**config.mk**
```make
export PLATFORM = sky130hd
export DESIGN_NAME = mole_score_engine
export DESIGN_NICKNAME = d
export VERILOG_FILES = /design/src/rtl/mole_pkg.sv /design/src/rtl/mole_popcount.sv /design/src/rtl/mole_score_engine.sv
export SDC_FILE = /design/constraint.sdc
export NUM_CORES = 1
export LEC_CHECK = 0
export BUFFER_PORTS_ARGS = -buffer_cell sky130_fd_sc_hd__buf_2
export CAP_MARGIN = 20
export CORE_UTILIZATION = 58
export CTS_CLUSTER_DIAMETER = 30
export DETAILED_ROUTE_END_ITERATION = 8
export GPL_ROUTABILITY_DRIVEN = 0
export MAX_ROUTING_LAYER = met4
export PLACE_DENSITY_LB_ADDON = 0.3
export SYNTH_ARGS = -nofsm -noshare
export SYNTH_HDL_FRONTEND = slang
export SYNTH_SLANG_ARGS = --single-unit
```
**constraint.sdc**
```tcl
create_clock -name clk -period 5 [get_ports clk]
set_clock_uncertainty 0.15 [all_clocks]
set_input_delay 0 -clock clk [delete_from_list [all_inputs] [get_ports clk]]
set_output_delay 0 -clock clk [all_outputs]
set_load 0.02 [all_outputs]
```
**src/rtl/mole_pkg.sv**
```systemverilog
// Shared types and helpers for the whack-a-mole scoring engine.
//   state_t : game-control FSM states
//   cnt_w() : bit width needed to hold a count of 0..n
package mole_pkg;

  typedef enum logic [1:0] {
    ST_IDLE  = 2'd0,
    ST_PLAY  = 2'd1,
    ST_DRAIN = 2'd2,
    ST_OVER  = 2'd3
  } state_t;

  function automatic int unsigned cnt_w(input int unsigned n);
    return $clog2(n + 1);
  endfunction

endpackage

```
**src/rtl/mole_popcount.sv**
```systemverilog
// Combinational population count.
//   i_vec   : input bit vector (W bits)
//   o_count : number of set bits in i_vec
module mole_popcount
  import mole_pkg::*;
#(
  parameter  int unsigned W  = 8,
  localparam int unsigned CW = cnt_w(W)
) (
  input  logic [W-1:0]  i_vec,
  output logic [CW-1:0] o_count
);

  always_comb begin
    o_count = '0;
    for (int unsigned i = 0; i < W; i++) begin
      o_count = o_count + CW'(i_vec[i]);
    end
  end

endmodule

```
**src/rtl/mole_score_engine.sv**
```systemverilog
// Whack-a-mole scoring engine: 2-stage round evaluation pipeline, capped
// combo multiplier, optional false-hit penalty, saturating score and a
// persistent high score under an IDLE/PLAY/DRAIN/OVER game FSM.
//   clk, reset (async, active low)
//   game_start / game_end : single-cycle control pulses
//   round_valid, led_moles, hit_reg : one round of mole/hit masks
//   score, high_score, combo, hit_count : scoring state
//   score_valid : one-cycle pulse when a round has been scored
//   playing     : high while in PLAY
module mole_score_engine
  import mole_pkg::*;
#(
  parameter  int unsigned N_MOLES    = 18,
  parameter  int unsigned SCORE_W    = 11,
  parameter  int unsigned MAX_COMBO  = 5,
  parameter  int unsigned PENALTY_EN = 1,
  parameter  int unsigned PENALTY    = 1,
  localparam int unsigned CMB_W      = cnt_w(MAX_COMBO),
  localparam int unsigned HC_W       = cnt_w(N_MOLES)
) (
  input  logic               clk,
  input  logic               reset,
  input  logic               game_start,
  input  logic               game_end,
  input  logic               round_valid,
  input  logic [N_MOLES-1:0] led_moles,
  input  logic [N_MOLES-1:0] hit_reg,
  output logic [SCORE_W-1:0] score,
  output logic [SCORE_W-1:0] high_score,
  output logic [CMB_W-1:0]   combo,
  output logic [HC_W-1:0]    hit_count,
  output logic               score_valid,
  output logic               playing
);

  localparam int unsigned SW8 = SCORE_W + 8;

  // FSM and scoring registers
  state_t             r_state;
  logic               r_drain_cnt;
  logic [SCORE_W-1:0] r_score;
  logic [SCORE_W-1:0] r_high;
  logic [CMB_W-1:0]   r_combo;
  logic [HC_W-1:0]    r_hit_count;
  logic               r_score_valid;

  // Stage-1 pipeline registers
  logic               r_s1_valid;
  logic [HC_W-1:0]    r_s1_good;
  logic [HC_W-1:0]    r_s1_bad;
  logic               r_s1_full;
  logic               r_s1_empty;

  logic [N_MOLES-1:0] w_good_mask;
  logic [N_MOLES-1:0] w_bad_mask;
  logic [HC_W-1:0]    w_good_cnt;
  logic [HC_W-1:0]    w_bad_cnt;
  logic               w_full;
  logic               w_empty;
  logic               w_start;
  logic               w_accept;

  logic signed [SW8-1:0] w_score_ext;
  logic signed [SW8-1:0] w_pts;
  logic signed [SW8-1:0] w_pen;
  logic signed [SW8-1:0] w_sum;
  logic [SCORE_W-1:0]    w_sat;
  logic [CMB_W-1:0]      w_combo_inc;
  logic [CMB_W-1:0]      w_combo_next;

  assign w_good_mask = led_moles & hit_reg;
  assign w_bad_mask  = hit_reg & ~led_moles;
  assign w_empty     = (led_moles == '0);
  assign w_full      = !w_empty && ((led_moles & ~hit_reg) == '0);

  mole_popcount #(.W(N_MOLES)) u_pop_good (
    .i_vec   (w_good_mask),
    .o_count (w_good_cnt)
  );

  mole_popcount #(.W(N_MOLES)) u_pop_bad (
    .i_vec   (w_bad_mask),
    .o_count (w_bad_cnt)
  );

  // A start that actually (re)enters PLAY: game_end beats it in PLAY,
  // DRAIN ignores it entirely.
  assign w_start  = game_start &&
                    ((r_state == ST_IDLE) || (r_state == ST_OVER) ||
                     ((r_state == ST_PLAY) && !game_end));
  // A round in the restart cycle belongs to the abandoned game.
  assign w_accept = round_valid && (r_state == ST_PLAY) && !w_start;

  // Stage 2 arithmetic, evaluated at SCORE_W+8 signed width before clamping
  assign w_score_ext = signed'(SW8'(r_score));
  assign w_pts       = signed'(SW8'(r_s1_good) * SW8'(r_combo));
  assign w_pen       = (PENALTY_EN != 0) ? signed'(SW8'(r_s1_bad) * SW8'(PENALTY))
                                         : '0;
  assign w_sum       = w_score_ext + w_pts - w_pen;

  always_comb begin
    w_sat = w_sum[SCORE_W-1:0];
    if (w_sum[SW8-1]) begin
      w_sat = '0;
    end else if (|w_sum[SW8-2:SCORE_W]) begin
      w_sat = '1;
    end
  end

  always_comb begin
    w_combo_inc = r_combo + CMB_W'(1);
    if (r_combo >= CMB_W'(MAX_COMBO)) begin
      w_combo_inc = CMB_W'(MAX_COMBO);
    end
    if (r_s1_full) begin
      w_combo_next = w_combo_inc;
    end else if (r_s1_empty) begin
      w_combo_next = r_combo;
    end else begin
      w_combo_next = CMB_W'(1);
    end
  end

  // Stage 1: mask evaluation
  always_ff @(posedge clk or negedge reset) begin
    if (!reset) begin
      r_s1_valid <= 1'b0;
      r_s1_good  <= '0;
      r_s1_bad   <= '0;
      r_s1_full  <= 1'b0;
      r_s1_empty <= 1'b0;
    end else begin
      r_s1_valid <= w_accept;
      if (w_accept) begin
        r_s1_good  <= w_good_cnt;
        r_s1_bad   <= w_bad_cnt;
        r_s1_full  <= w_full;
        r_s1_empty <= w_empty;
      end
    end
  end

  // FSM, stage 2 update and high score
  always_ff @(posedge clk or negedge reset) begin
    if (!reset) begin
      r_state       <= ST_IDLE;
      r_drain_cnt   <= 1'b0;
      r_score       <= '0;
      r_high        <= '0;
      r_combo       <= CMB_W'(1);
      r_hit_count   <= '0;
      r_score_valid <= 1'b0;
    end else begin
      r_score_valid <= 1'b0;

      if (r_s1_valid && !w_start) begin
        r_score       <= w_sat;
        r_combo       <= w_combo_next;
        r_hit_count   <= r_s1_good;
        r_score_valid <= 1'b1;
      end

      case (r_state)
        ST_IDLE, ST_OVER: begin
          if (game_start) begin
            r_state <= ST_PLAY;
          end
        end
        ST_PLAY: begin
          if (game_end) begin
            r_state     <= ST_DRAIN;
            r_drain_cnt <= 1'b0;
          end
        end
        ST_DRAIN: begin
          // Two cycles lets the last accepted round clear stage 2
          // before the final score is compared.
          if (r_drain_cnt) begin
            r_state <= ST_OVER;
            if (r_score > r_high) begin
              r_high <= r_score;
            end
          end else begin
            r_drain_cnt <= 1'b1;
          end
        end
        default: r_state <= ST_IDLE;
      endcase

      // Entering PLAY overrides any in-flight stage 2 result.
      if (w_start) begin
        r_score     <= '0;
        r_combo     <= CMB_W'(1);
        r_hit_count <= '0;
      end
    end
  end

  assign score       = r_score;
  assign high_score  = r_high;
  assign combo       = r_combo;
  assign hit_count   = r_hit_count;
  assign score_valid = r_score_valid;
  assign playing     = (r_state == ST_PLAY);

endmodule

```
# Word-level counts from Yosys, hierarchy flattened
# Index checks and enable logic that the tools add are counted.
[word_totals]
register_bits = 47
output_inout_bits = 32
input_bits = 41
[op_classes]
eq_ne = 7
muxes = 18
multipliers = 1
n_addsub = 37
n_reduce_logical = 22
bitwise = 5
order_cmp = 2
[ops]
columns = ["operator", "n"]
rows = [
  ["$add 5x1->5", 32],
  ["$and 18x18->18", 3],
  ["$mux 11", 4],
  ["$logic_not 18->1", 2],
  ["$not 18->18", 2],
  ["$mux 3", 5],
  ["$sub 12x5->13", 1],
  ["$add 11x8->12", 1],
  ["$gt 11x11->1", 1],
  ["$mux 5", 2],
  ["$mul 5x3->8", 1],
  ["$reduce_or 7->1", 1],
  ["$logic_and 1x1->1", 6],
  ["$mux 2", 3],
  ["$ne 2x2->1 const B", 3],
  ["$pmux 2 s3", 1],
  ["$reduce_and 3->1", 2],
  ["$add 1x1->2", 2],
  ["$eq 2x2->1 const B", 2],
  ["$reduce_and 2->1", 2],
  ["$reduce_bool 2->1", 2],
  ["$add 3x1->3 const B", 1],
  ["$ge 3x3->1 const B", 1],
  ["$logic_not 1->1", 3],
  ["7 further kinds", 9],
]

# Depth between registers and ports, before layout
# Gate-level depths: netlist of run 1.
[depth]
word_depth = 19
depth_mapped = 17
ltp_nobuf = 15

# By module
# A second synthesis of run 1 with hierarchy kept.
[unflattened]
cells_unflattened = 551
hier_area_um2 = 4840.9
[modules_own_cells]
columns = ["module", "n_inst", "area_each_um2", "cells_each", "seq_area_each_um2"]
rows = [
  ["mole_score_engine", 1, 3839.9, 439, 1177.4],
  ["mole_popcount", 2, 500.5, 56, 0.0],
]

# Least setup slack after synthesis of run 1
# No wires, ideal clock.
[synth_timing]
path_kind = "reg-to-reg"
start = "reg r_combo[2], in the netlist combo[2]"
end = "reg r_score[10], in the netlist score[10]"
required_ns = 4.729
t_arrival_ns = 4.087
path_stages_with_launch = 16
slack_ns = 0.642
period_less_slack_ns = 4.358
n_path_buf = 2
path_cell_list = "dfrtp_1 > clkbuf_1 > and2_1 > fa_1 > fa_1 > inv_1 > fa_1 > inv_1 > ha_1 > and3_1 > a2111oi_4 > o21ai_2 > a211o_1 > o211ai_2 > buf_6 > o21ai_2"
[synth_via]
elab_chain_cells = 8
[synth_lines]
columns = ["item", "line", "rtl"]
rows = [
  ["start, declared", "mole_score_engine.sv:43", "logic [CMB_W-1:0] r_combo;"],
  ["start signal, assigned", "mole_score_engine.sv:158", "r_combo <= w_combo_next;"],
  ["$mul 5x3->8 (*)", "mole_score_engine.sv:96", "assign w_pts = signed'(SW8'(r_s1_good) * SW8'(r_combo));"],
  ["$add 11x8->12 (*)", "mole_score_engine.sv:99", "assign w_sum = w_score_ext + w_pts - w_pen;"],
  ["$sub 12x5->13 (*)", "mole_score_engine.sv:99", ""],
  ["$reduce_or 7->1", "mole_score_engine.sv:105", "end else if (|w_sum[SW8-2:SCORE_W]) begin"],
  ["$mux 11", "mole_score_engine.sv:105", ""],
  ["$mux 11 (*)", "mole_score_engine.sv:103", "if (w_sum[SW8-1]) begin"],
  ["$mux 11 (*)", "mole_score_engine.sv:156", "if (r_s1_valid && !w_start) begin"],
  ["$mux 11 (*)", "mole_score_engine.sv:191", "if (w_start) begin"],
  ["end signal, assigned", "mole_score_engine.sv:157", "r_score <= w_sat;"],
  ["end, declared", "mole_score_engine.sv:41", "logic [SCORE_W-1:0] r_score;"],
]
# Mark *: on every way between the ends. The rest lies on a longest branch, timed or not. The select of a mux whose other input is x is not followed.
# A chain may end at the register's enable or synchronous reset.

# Worst setup path in the final report of run 1
[layout_timing]
start = "reg r_combo[2], in the netlist combo[2]"
end = "reg r_score[0], in the netlist score[0]"
# Same word-level chain as after synthesis.

==> results.sh, run 1 <==
export IMPL_regArea_um2=1180
export IMPL_critical_path_max_fanout=11
export IMPL_cp_arrival_ns=4.55
export IMPL_synth_cells=503
export IMPL_ys_seq_elements=47
export IMPL_cts_tree="done"
export IMPL_setup_tns_final_ns=0
export IMPL_drt_first_pass_iters=5
export IMPL_design_area_um2=5170
export IMPL_synth_top_area_share_pct=25.5
export IMPL_drc_errors=0
export IMPL_synth_edf_count=0
export IMPL_fill_cells=575
export IMPL_outcome="completed"
export IMPL_grt_pass1_wl_um=16400
export IMPL_path_class="reg2reg"
export IMPL_grt_start_max_net_pins=48
export IMPL_cp_common_cell="fa_1"
export IMPL_power_density_nw_per_um2=631
export IMPL_totalWireLength_um=9720
export IMPL_via_per_inst=5.37
export IMPL_rows=31
export IMPL_cts_root_buf="clkbuf_8"
export IMPL_nNetsFinal=704
export IMPL_crit_required_ns=5.01
export IMPL_drv_slew=0
export IMPL_fin_crit_sh_pct=90.8
export IMPL_finalHoldViolations=0
export IMPL_period_needed_ns=4.54
export IMPL_crit_chain="and2_1, fa_1, fa_1, inv_1, fa_1, inv_1, ha_1, and3_1, a2111oi_4, o21ai_2, a211o_1, o211ai_2, o21ai_0"
export IMPL_grt_pass1_vias=3601
export IMPL_grt_remaining_overflow=0
export IMPL_cts_repair_resized=0
export IMPL_drt_iter0_markers=176
export IMPL_cp_slowest_cell="fa_1"
export IMPL_wire_per_inst_um=14.3
export IMPL_yosys_most_used_dff="dfrtp_1"
export IMPL_rsz0062_at_grt="false"
export IMPL_ctsHtreeMaxLevel=2
export IMPL_synth_cell_types=46
export IMPL_synth_commonest_cells="108 x inv_1, 59 x nand2_1, 46 x dfrtp_1, 46 x ha_1, 38 x fa_1"
export IMPL_antenna_left=0
export IMPL_setup_violations=0
export IMPL_io_buffer_count=72
export IMPL_cts_made_buffers=5
export IMPL_worst_pin_slew_ns=0.742
export IMPL_vdd_drop_max_mv=0.419
export IMPL_multi_input_area_um2=2890
export IMPL_hold_class="in2reg"
export IMPL_seq_area_frac_synth_pct=26.1
export IMPL_critPathBufInv=2
export IMPL_worstSetupEndpointType="flip-flop"
export IMPL_die_x_um=90.3
export IMPL_antenna_cells=0
export IMPL_clock_sinks=47
export IMPL_syn_nets=628
export IMPL_finalPower_uw=3270
export IMPL_dieArea_um2=8150
export IMPL_leakage_uw=0.00278
export IMPL_core_area_um2=7410
export IMPL_syn_cell_area_um2=4520
export IMPL_drive_gt1_share_pct=17.6
export IMPL_area_growth_pct=14.5
export IMPL_yosysMostFrequentCell="inv_1"
export IMPL_synthTopCellsByArea="dfrtp_1 25%, fa_1 17%, ha_1 13%, inv_1 9.0%, nand2_1 4.9%"
export IMPL_slew_headroom_pct=50.4
export IMPL_dpl_hpwl_um=7930
export IMPL_max_stage_delay_ns=0.54
export IMPL_post_route_util_pct=69.9
export IMPL_crit_path_start_kind="flip-flop"
export IMPL_die_y_um=90.3
export IMPL_routed_via_count=3644
export IMPL_clkLatencyLatePin_ns=0.31
export IMPL_cts_clk_slew_worst_paths_ns=0.10
export IMPL_start_util_pct=61.0
export IMPL_critical_path_top_delay_family="adder cells"
export IMPL_grt_usage_pct=25.7
export IMPL_synth_async_reset_ratio_pct=100
export IMPL_placed_cell_area_um2=4950
export IMPL_r2r_start="combo[2]"
export IMPL_yosysWarnings=0
export IMPL_drv_cap=0
export IMPL_avgSynthCellArea_um2=8.98
export IMPL_num_io_pins=73
export IMPL_clock_fmax_ghz=0.220
export IMPL_crit_path_start="combo[2]"
export IMPL_clock_path_buffers=2
export IMPL_antenna_found_initial=0
export IMPL_post_synth_top_area_cell="dfrtp_1"
export IMPL_min_delay_start="hit_reg[12]"
[cells by family (layout without fill, tap and decap cells)]
logic type | Yosys count | in the layout | synth area share (%)
flops | 47 | 47 | 26.1
fa+ha+maj | 84 | 84 | 29.6
compound gates | 82 | 82 | 13.0
mux | 17 | 17 | 3.85
buf+inv | 118 | 195 | 10.0
xor+xnor | 11 | 11 | 2.13
simple gates | 144 | 144 | 15.3
[worst paths after layout]
kind | endpoint | slack (ns) | cells after the start
setup / recovery | score[0] | 0.46 | 13
hold / removal | r_s1_full | 0.04 | 4
setup reg to reg | score[0] | 0.46 | 13
hold reg to reg | hit_count[0] | 0.39 | 2
max in group asynchronous | combo[0] | 3.74 | 4
min in group asynchronous | high_score[2] | 0.43 | 3
[state kept, by name, indices dropped and copies added, names as in the netlist, 2 cells and up]
signal      cells
r_s1_bad        5
score          11
combo           3
r_state         2
r_s1_good       5
high_score     11
hit_count       5
[metrics by stage]
step,setup slack (ns),hold slack (ns),std cells
3_5_place_dp,0.464,0.107,664
4_1_cts,0.453,0.0213,677
3_3_place_gp,0.602,0.0889,664
2_1_floorplan,0.642,-0.446,503
6_report,0.460,0.0384,679
5_1_grt,0.196,0.0354,679
[report_power, final]
group / total [uW] / internal (uW) / switching (uW)
Combinational: 2320 / 956 / 1370
Sequential: 601 / 495 / 106
Clock: 345 / 203 / 142
[cell usage in the layout (no fill, tap or decap), types with 2 or more instances in the layout]
| cell | netlist | layout |
|---|---|---|
| o2111ai_1 | 2 | 2 |
| xor2_1 | 3 | 3 |
| o21ai_0 | 16 | 16 |
| o21a_1 | 4 | 4 |
| a221oi_1 | 4 | 4 |
| o31ai_1 | 2 | 2 |
| dlygate4sd3_1 | 0 | 6 |
| nor2b_1 | 9 | 9 |
| o22ai_1 | 6 | 6 |
| o21ai_2 | 11 | 11 |
| or2_2 | 3 | 3 |
| a21oi_1 | 15 | 15 |
| dfrtp_1 | 46 | 46 |
| a21o_1 | 10 | 10 |
| nor3_1 | 6 | 6 |
| clkbuf_8 | 0 | 5 |
| nor2_1 | 24 | 24 |
| nor4_1 | 5 | 5 |
| and2_1 | 19 | 19 |
| buf_2 | 2 | 72 |
| or4_1 | 2 | 2 |
| a211o_1 | 2 | 2 |
| mux2i_1 | 14 | 14 |
| nand4_1 | 4 | 4 |
| inv_1 | 108 | 108 |
| nand3_1 | 3 | 3 |
| mux2_2 | 3 | 3 |
| nand2_1 | 59 | 59 |
| and3_1 | 2 | 2 |
| bufinv_16 | 0 | 2 |
| o2111a_1 | 2 | 2 |
| ha_1 | 46 | 46 |
| fa_1 | 38 | 38 |
| nand2b_1 | 5 | 5 |
| xnor2_1 | 8 | 8 |
[routing by layer]
layer / routed length (um) / GRT usage (%) / vias to the layer above / part of all wire [%]
met4: 104 / 5.65 / 0 / 1.1
met2: 4660 / 40.6 / 118 / 48
met1: 4460 / 35.6 / 1739 / 46
met5: 0 / - / - / 0
met3: 498 / 3.45 / 11 / 5.1
li1: - / - / 1776 / -
[layout make-up]
cell class / count / share of cell area, %
repair buffers: 79 / 8.51
clock inverters: 3 / 1.38
multi-input cells: 338 / 55.8
inverters: 108 / 7.83
clock buffers: 5 / 1.33
flip-flops and latches: 47 / 22.8
well taps: 99 / 2.39
[worst register-to-register path, delay by kind of cell (launching register included)]
| kind | cells | cell delay [ns] |
|---|---|---|
| DFF | 1 | 0.50 |
| adders and majority gates | 4 | 1.88 |
| buffers and inverters | 2 | 0.09 |
| AOI/OAI and AO/OA | 5 | 1.33 |
| and+or+nand+nor | 2 | 0.45 |
[timing repair]
action,in CTS,in global routing
hold buffers,5,1
endpoints found under the hold margin,51,6
setup buffers,0,0
No activity file was read; power rests on OpenSTA's default activity.
==> run 2: changes to the inputs <==
--- a/config.mk
+++ b/config.mk
@@ -15,4 +15,5 @@
 export PLACE_DENSITY_LB_ADDON = 0.3
 export SYNTH_ARGS = -nofsm -noshare
 export SYNTH_HDL_FRONTEND = slang
+export SYNTH_HIERARCHICAL = 1
 export SYNTH_SLANG_ARGS = --single-unit
==> run 2 against run 1 <==
  * Via count grew 7.3%
  * Cell count grew 8.0%
  * Die area grew 7.0%
  * Sequential share of layout area shrank 1.5 points
==> results.sh, run 2 <==
export IMPL_finalPower_uw=3270
export IMPL_synthTopCellsByArea="dfrtp_1 24%, fa_1 16%, ha_1 13%, inv_1 11%, and2_1 3.7%"
export IMPL_period_needed_ns=4.42
export IMPL_worstSetupEndpointType="flip-flop"
export IMPL_clock_path_buffers=2
export IMPL_final_cell_mix="136 x inv_1, 72 x buf_2, 52 x ha_1, 46 x dfrtp_1, 43 x nand2_1"
export IMPL_cts_tree="done"
export IMPL_ctsHtreeMaxLevel=2
export IMPL_reg2reg_depth=13
export IMPL_fin_crit_sh_pct=88.5
export IMPL_busiest_layer="met2"
export IMPL_worstHoldPathCells=5
export IMPL_clkLatencyLatePin_ns=0.31
export IMPL_antenna_left=0
export IMPL_post_route_util_pct=70.1
export IMPL_wire_per_inst_um=14.5
export IMPL_grt_pass1_vias=3790
export IMPL_syn_cell_area_um2=4840
export IMPL_multi_input_area_um2=3110
export IMPL_setup_tns_final_ns=0
export IMPL_cts_root_buf="clkbuf_8"
export IMPL_use_met1_pct=37.2
export IMPL_grt_start_max_net_pins=48
export IMPL_synth_cells=551
export IMPL_start_util_pct=61.4
export IMPL_core_area_um2=7890
export IMPL_synth_edf_count=0
export IMPL_fill_cells=614
export IMPL_yosys_most_used_dff="dfrtp_1"
export IMPL_drv_cap=0
export IMPL_drt_iter0_markers=188
export IMPL_cts_clk_slew_worst_paths_ns=0.09
export IMPL_crit_path_start_kind="flip-flop"
export IMPL_synth_async_reset_ratio_pct=100
export IMPL_rsz0062_at_grt="false"
export IMPL_rows=32
export IMPL_crit_required_ns=5.05
export IMPL_synth_commonest_cells="136 x inv_1, 52 x ha_1, 46 x dfrtp_1"
export IMPL_vdd_drop_max_mv=0.332
export IMPL_nNetsFinal=761
export IMPL_met3_usage_pct=3.41
export IMPL_synth_cell_types=57
export IMPL_totalWireLength_um=10700
export IMPL_cts_made_buffers=5
export IMPL_grt_usage_pct=26.6
export IMPL_dpl_hpwl_um=8770
export IMPL_die_y_um=93.4
export IMPL_io_buffer_count=72
export IMPL_antenna_found_initial=0
export IMPL_num_io_pins=73
export IMPL_dieArea_um2=8720
export IMPL_regToRegSetupSlack_ns=0.58
export IMPL_drt_first_pass_iters=5
export IMPL_synth_top_area_share_pct=23.8
export IMPL_die_x_um=93.4
export IMPL_seq_area_frac_synth_pct=24.3
export IMPL_outcome="completed"
export IMPL_final_common_cell="inv_1"
export IMPL_ys_seq_elements=47
export IMPL_drive_gt1_share_pct=16.6
export IMPL_clock_sinks=47
export IMPL_stdcell_count=733
export IMPL_grt_remaining_overflow=0
export IMPL_clock_fmax_ghz=0.226
export IMPL_fin_hold_ws_ns=0.0221
export IMPL_syn_nets=682
export IMPL_worst_pin_slew_ns=0.753
export IMPL_placed_cells=716
export IMPL_slew_headroom_pct=49.6
export IMPL_area_growth_pct=14.2
export IMPL_post_synth_top_area_cell="dfrtp_1"
export IMPL_leakage_uw=0.00306
export IMPL_grt_pass1_wl_um=17600
export IMPL_cp_arrival_ns=4.47
export IMPL_finalHoldViolations=0
export IMPL_avgSynthCellArea_um2=8.79
export IMPL_path_class="reg2reg"
export IMPL_critical_path_max_fanout=11
export IMPL_hold_class="in2reg"
export IMPL_yosysMostFrequentCell="inv_1"
export IMPL_globalRouteMet2Util_pct=42.4
export IMPL_regArea_um2=1180
export IMPL_yosysWarnings=6
export IMPL_drv_slew=0
export IMPL_post_cts_buffers=0
export IMPL_setup_violations=0
export IMPL_routed_via_count=3910
export IMPL_drc_errors=0
export IMPL_via_per_inst=5.33
export IMPL_antenna_cells=0
export IMPL_holdPathEnd="r_s1_good[0]"
export IMPL_min_delay_start="hit_reg[2]"
export IMPL_r2r_start="combo[2]"
export IMPL_timing_rr_end="score[10]"
export IMPL_power_density_nw_per_um2=592
[run 2: cell types whose count changed in the layout (fill, tap and decap cells not counted), sizes merged, moves of 3 or more]
cell	change
ha	+6
nor2	+3
nor2b	+10
inv	+28
and2	+11
nand3	+4
nand2	-16
[run 2: stage by stage]
step | setup slack (ns) | cell area (um2)
5_1_grt | 0.335 | 5530
3_5_place_dp | 0.614 | 5290
3_3_place_gp | 0.729 | 5290
2_1_floorplan | 0.630 | 4840
6_report | 0.575 | 5530
4_1_cts | 0.587 | 5500
[run 2: timing repair]
item / CTS / global route
endpoints found under the hold margin: 51 / 7
endpoints found under the setup margin: 0 / 0
gates resized for setup: 0 / 0
hold buffers: 7 / 1
[run 2: per-layer routing]
layer	up-vias	part of all wire, %
li1	1917	-
met1	1876	46
met2	104	48
met3	13	5.0
met4	0	1.0
met5	-	0
[run 2: cells by family (layout without fill, tap and decap cells)]
group                    count (synthesis)  after routing  share of synthesized area [%]
AND/OR/NAND/NOR                        158            158                           17.2
buffers and inverters                  145            225                           11.3
adder cells (fa/ha/maj)                 90             90                           29.2
AO/OA/AOI/OAI                           85             85                           12.8
flip-flops                              47             47                           24.3
multiplexers                            17             17                           3.59
XOR/XNOR                                 9              9                           1.63
[run 2: worst max path at each step]
| stage | depth (start not counted) | from | end |
|---|---|---|---|
| 2_1_floorplan | 14 | combo[2] | score[10] |
| 3_3_place_gp | 13 | combo[2] | score[10] |
| 3_5_place_dp | 13 | combo[2] | score[10] |
| 4_1_cts | 13 | combo[2] | score[10] |
| 5_1_grt | 13 | combo[2] | score[10] |
| 6_report | 13 | combo[2] | score[10] |
[run 2: final cells by class]
cell class / count / share of cell area [%]
clock buffer: 5 / 1.24
clock inverter: 3 / 1.29
timing repair buffer: 81 / 8.33
multi-input combinational: 359 / 56.3
sequential: 47 / 21.3
tap: 102 / 2.31
inverter: 136 / 9.23
[run 2: power by group]
group          internal [uW]  switching (uW)  total, uW
clock                    203             141        344
sequential               497             114        611
combinational            987            1330       2320
total                   1690            1590       3270
[run 2: worst max-delay path: stages, from the launching register on]
cell and delay [ns]:
dfrtp_1 0.53, nand2_1 0.12, fa_1 0.51, inv_1 0.05
fa_1 0.50, fa_1 0.56, inv_1 0.07, fa_1 0.49
nor2b_4 0.15, o31ai_1 0.10, o211ai_1 0.26, nand3_2 0.24
or3b_1 0.40, a22o_1 0.20
